File: src/rtl/ex_mem_reg.sv
// EX/MEM pipeline register of the 5-stage MIPS core.
// Carries GPR/HI/LO write results to MEM and keeps the madd/msub partial state for EX.
module ex_mem_reg #(
    parameter int DATA_W = 32,
    parameter int ADDR_W = 5,
    parameter int CNT_W  = 2
) (
    input  logic                  clk,
    input  logic                  rst,
    input  logic                  flush,
    input  logic                  stall_ex,
    input  logic                  stall_mem,
    input  logic                  ex_we,
    input  logic [ADDR_W-1:0]     ex_w_addr,
    input  logic [DATA_W-1:0]     ex_w_data,
    input  logic [DATA_W-1:0]     ex_hi,
    input  logic [DATA_W-1:0]     ex_lo,
    input  logic                  ex_hilo,
    input  logic [2*DATA_W-1:0]   hilo_temp_i,
    input  logic [CNT_W-1:0]      cnt_i,
    output logic                  mem_we,
    output logic [ADDR_W-1:0]     mem_w_addr,
    output logic [DATA_W-1:0]     mem_w_data,
    output logic [DATA_W-1:0]     mem_hi,
    output logic [DATA_W-1:0]     mem_lo,
    output logic                  mem_hilo,
    output logic [2*DATA_W-1:0]   hilo_temp_o,
    output logic [CNT_W-1:0]      cnt_o
);

    logic                  r_we,   w_we;
    logic [ADDR_W-1:0]     r_addr, w_addr;
    logic [DATA_W-1:0]     r_data, w_data;
    logic [DATA_W-1:0]     r_hi,   w_hi;
    logic [DATA_W-1:0]     r_lo,   w_lo;
    logic                  r_hilo, w_hilo;
    logic [2*DATA_W-1:0]   r_temp, w_temp;
    logic [CNT_W-1:0]      r_cnt,  w_cnt;

    // Priority: flush > MEM hold > EX bubble (keeps madd/msub state) > pass.
    always_comb begin
        w_we   = r_we;
        w_addr = r_addr;
        w_data = r_data;
        w_hi   = r_hi;
        w_lo   = r_lo;
        w_hilo = r_hilo;
        w_temp = r_temp;
        w_cnt  = r_cnt;
        if (flush) begin
            w_we   = 1'b0;
            w_addr = '0;
            w_data = '0;
            w_hi   = '0;
            w_lo   = '0;
            w_hilo = 1'b0;
            w_temp = '0;
            w_cnt  = '0;
        end else if (stall_mem) begin
            // hold everything
        end else if (stall_ex) begin
            w_we   = 1'b0;
            w_addr = '0;
            w_data = '0;
            w_hi   = '0;
            w_lo   = '0;
            w_hilo = 1'b0;
            w_temp = hilo_temp_i;
            w_cnt  = cnt_i;
        end else begin
            w_we   = ex_we;
            w_addr = ex_w_addr;
            w_data = ex_w_data;
            w_hi   = ex_hi;
            w_lo   = ex_lo;
            w_hilo = ex_hilo;
            w_temp = '0;
            w_cnt  = '0;
        end
    end

    always_ff @(posedge clk or negedge rst) begin
        if (!rst) begin
            r_we   <= 1'b0;
            r_addr <= '0;
            r_data <= '0;
            r_hi   <= '0;
            r_lo   <= '0;
            r_hilo <= 1'b0;
            r_temp <= '0;
            r_cnt  <= '0;
        end else begin
            r_we   <= w_we;
            r_addr <= w_addr;
            r_data <= w_data;
            r_hi   <= w_hi;
            r_lo   <= w_lo;
            r_hilo <= w_hilo;
            r_temp <= w_temp;
            r_cnt  <= w_cnt;
        end
    end

    assign mem_we      = r_we;
    assign mem_w_addr  = r_addr;
    assign mem_w_data  = r_data;
    assign mem_hi      = r_hi;
    assign mem_lo      = r_lo;
    assign mem_hilo    = r_hilo;
    assign hilo_temp_o = r_temp;
    assign cnt_o       = r_cnt;

endmodule
File: config.mk
export PLATFORM = sky130hd
export DESIGN_NAME = ex_mem_reg
export DESIGN_NICKNAME = d
export VERILOG_FILES = /design/src/rtl/ex_mem_reg.sv
export SDC_FILE = /design/constraint.sdc
export NUM_CORES = 1
export LEC_CHECK = 0
export BUFFER_PORTS_ARGS = -buffer_cell sky130_fd_sc_hd__buf_2
export CORE_AREA = 3 3 133 135
export CTS_CLUSTER_SIZE = 14
export DETAILED_ROUTE_END_ITERATION = 7
export DIE_AREA = 0 0 136 138
export GPL_TIMING_DRIVEN = 0
export PLACE_DENSITY = 0.74
export SLEW_MARGIN = 40
export SYNTH_ARGS = -nofsm -noshare
export SYNTH_HDL_FRONTEND = slang
export SYNTH_SLANG_ARGS = --single-unit
File: constraint.sdc
create_clock -name clk -period 1.05 [get_ports clk]
set_input_delay 0.21 -clock clk [delete_from_list [all_inputs] [get_ports clk]]
set_output_delay 0.21 -clock clk [all_outputs]
set_load 0.01 [all_outputs]
==> results_dict.tcl <==
set metrics [dict create \
    overflow 0 \
    initial_utilization 0.3757 \
    synth_area_mm2 0.006231 \
    synth_edf_count 0 \
    fmax_ghz 0.8183 \
    setup_violations 169 \
    worst-endpoint-arrival_ns 1.01 \
    crit_family "flip-flops" \
    drive_gt1_frac 0.5912 \
    synthXorXnorAreaFrac 0 \
    async_reset_ff_frac 1.000 \
    finalWirelength_um 21450 \
    syn_avg_cell_area_um2 15.70 \
    hold_violations 0 \
    path_max_fanout 2 \
    powerDensity_mw_per_mm2 1523 \
    tightest_slew_ns 0.5918 \
    cts_tree "yes" \
    fin_crit_ns 1.222 \
    die-width_um 136 \
    cts_num_sinks 169 \
    violations "setup timing" \
    path_class "flop to output port" \
    synth.area.top_cells "dfrtp_1 68%, a32o_1 27%, buf_2 1.8%" \
    ant_nets 0 \
    hpwl_um 14840 \
    yosys.area_share.adder 0 \
    coreArea_mm2 0.01658 \
    end_kind "output port" \
    drc_errors 0 \
    pre_cts_slack_ns -0.5915 \
    synth_cell_type_count 9 \
    timing.final.ws_setup_ns -0.1720 \
    crit_buf_inv 1 \
    dr.first_iter.drc_count 307 \
    synthCells 397 \
    path_clk_slew_ns 0.07 \
    synth_fp_nets 571 \
    cpPeakStageDelay_ns 0.42 \
    grt_pass1_wl_um 31240 \
    io_pins 343 \
    yosysTopAreaCell "dfrtp_1" \
    first_pass_iters 5 \
    muxShareOfSynthArea 0 \
    grt_max_degree 70 \
    clock_path_buffers 2 \
    tns_ns -17.71 \
    leakage_nw 5.274 \
    crit_path_top_delay_cell "dfrtp_1" \
    crit_required_ns 0.84 \
    synth-main-ff-cell "dfrtp_1" \
    grt_pass1_vias 5734 \
    hp-class "input pin to flop" \
    synth_compound_area_frac 0.2715 \
    nNetsFinal 1022 \
    gp_congestion 0.7947 \
    clockRootBuffer "clkbuf_16" \
    min_path_cells 2 \
    period_share 1.164 \
    antenna_found_initial 0 \
    drv_cap 0 \
    irDropWorstVdd_uv 1000 \
    synth_top_cell_area_share 0.6787 \
    rows 47 \
    die_area_mm2 0.01877 \
    clock-skew-final_ns 0 \
    yosys_warnings 0 \
    ctsHtreeMaxLevel 4 \
    n_antenna_cell 0 \
    die_h_um 138 \
    clk-insertion-delay-late_ns 0.43 \
    path_cells "buf_2" \
    synth_common_cells "169 x a32o_1, 169 x dfrtp_1, 22 x buf_2" \
    vias 5747 \
    reg2regPathDepth 3 \
    portBuffers 342 \
    cts_buffers 17 \
    ys_seq_elements 169 \
    finish.utilization 0.6009 \
    vias_per_cell 5.316 \
    start_kind "flop" \
    rsz0062_at_grt "true" \
    status "complete, but fails checks" \
    slew_violations 0 \
    synth_top_family_by_area "compound AO/OA/AOI/OAI gates" \
    ys_seq_area_frac 0.6787 \
    synthToLayoutAreaGrowth_pct 59.92 \
    wl_per_cell_um 19.84 \
    cp.depth 1 \
    slew_headroom 0.6055 \
    groute.usage.overall 0.2135 \
    synthSimpleGateAreaFrac 0.002610 \
]
## cells in the final DEF, fill, tap and decap left out
cell	count
buf_6	66
dlygate4sd3_1	1
clkbuf_1	11
clkbuf_2	10
inv_6	4
nor2b_1	2
clkinvlp_4	4
a32o_1	169
inv_2	1
clkbuf_4	1
bufinv_16	2
clkinv_2	1
buf_2	296
buf_8	1
clkbuf_8	2
clkbuf_16	17
buf_16	2
clkinv_4	1
nor2_2	1
dfrtp_1	169
buf_4	100
## timing repair
| item | CTS | global route |
|---|---|---|
| endpoints found under the setup margin | 265 | 194 |
| endpoints found under the hold margin | 33 | 0 |
| setup buffers | 36 | 51 |
| hold buffers | 1 | 0 |
| resized for setup | 54 | 29 |
## sequential cells by signal, indices dropped and copies added, names as in the netlist
register / flops
cnt_o: 2
hilo_temp_o: 64
mem_hi: 32
mem_hilo: 1
mem_lo: 32
mem_w_addr: 5
mem_w_data: 32
mem_we: 1
## cell type report
type,instances,area (µm²)
clock inverter,12,138.9
sequential,169,4229
timing repair buffer,432,2840
fill,1324,6619
clock buffer,20,456.7
multi-input combinational,172,1710
buffer,55,310.3
tap,220,275.3
inverter,1,3.754
## final timing paths
kind	startpoint	end	slack (ns)
worst max-delay path	mem_w_data[17]	mem_w_data[17]	-0.17
worst min-delay path	hilo_temp_i[0]	hilo_temp_o[0]	0.02
worst max register to register	hilo_temp_o[37]	hilo_temp_o[37]	0.07
worst min register to register	hilo_temp_o[0]	hilo_temp_o[0]	0.49
max in group asynchronous	rst	mem_w_addr[2]	0.15
min in group asynchronous	rst	hilo_temp_o[30]	0.26
## per-layer routing
layer,wire [µm],track usage,up-vias
li1,-,-,2581
met1,7945,0.2451,2882
met5,0,0,-
met3,1836,0.07086,22
met2,11300,0.3729,262
met4,369,0.07003,0
## report_power, final
part	internal (mW)	leakage (nW)	total [mW]	switching (mW)
sequential	6.75	2.31	6.90	0.151
clock	3.66	0.280	6.37	2.71
combinational	0.955	2.69	1.90	0.947
total	11.4	5.27	15.2	3.81
## cell families after synthesis
family	count (synthesis)
and+or+nand+nor	3
DFF	169
AOI/OAI and AO/OA	169
buffers and inverters	56
## per-stage QoR
step,cell area [µm²],cells,total power [mW],hold WS (ns)
after floorplan,6233,397,7.655,-0.08559
after global placement,8220,959,8.560,0.4533
after detailed placement,8285,961,8.613,0.1066
after CTS,9427,1030,15.15,0.01255
after global routing,9965,1081,15.81,0.01370
final,9965,1081,15.18,0.01836
(Power assumes the default switching activity.)
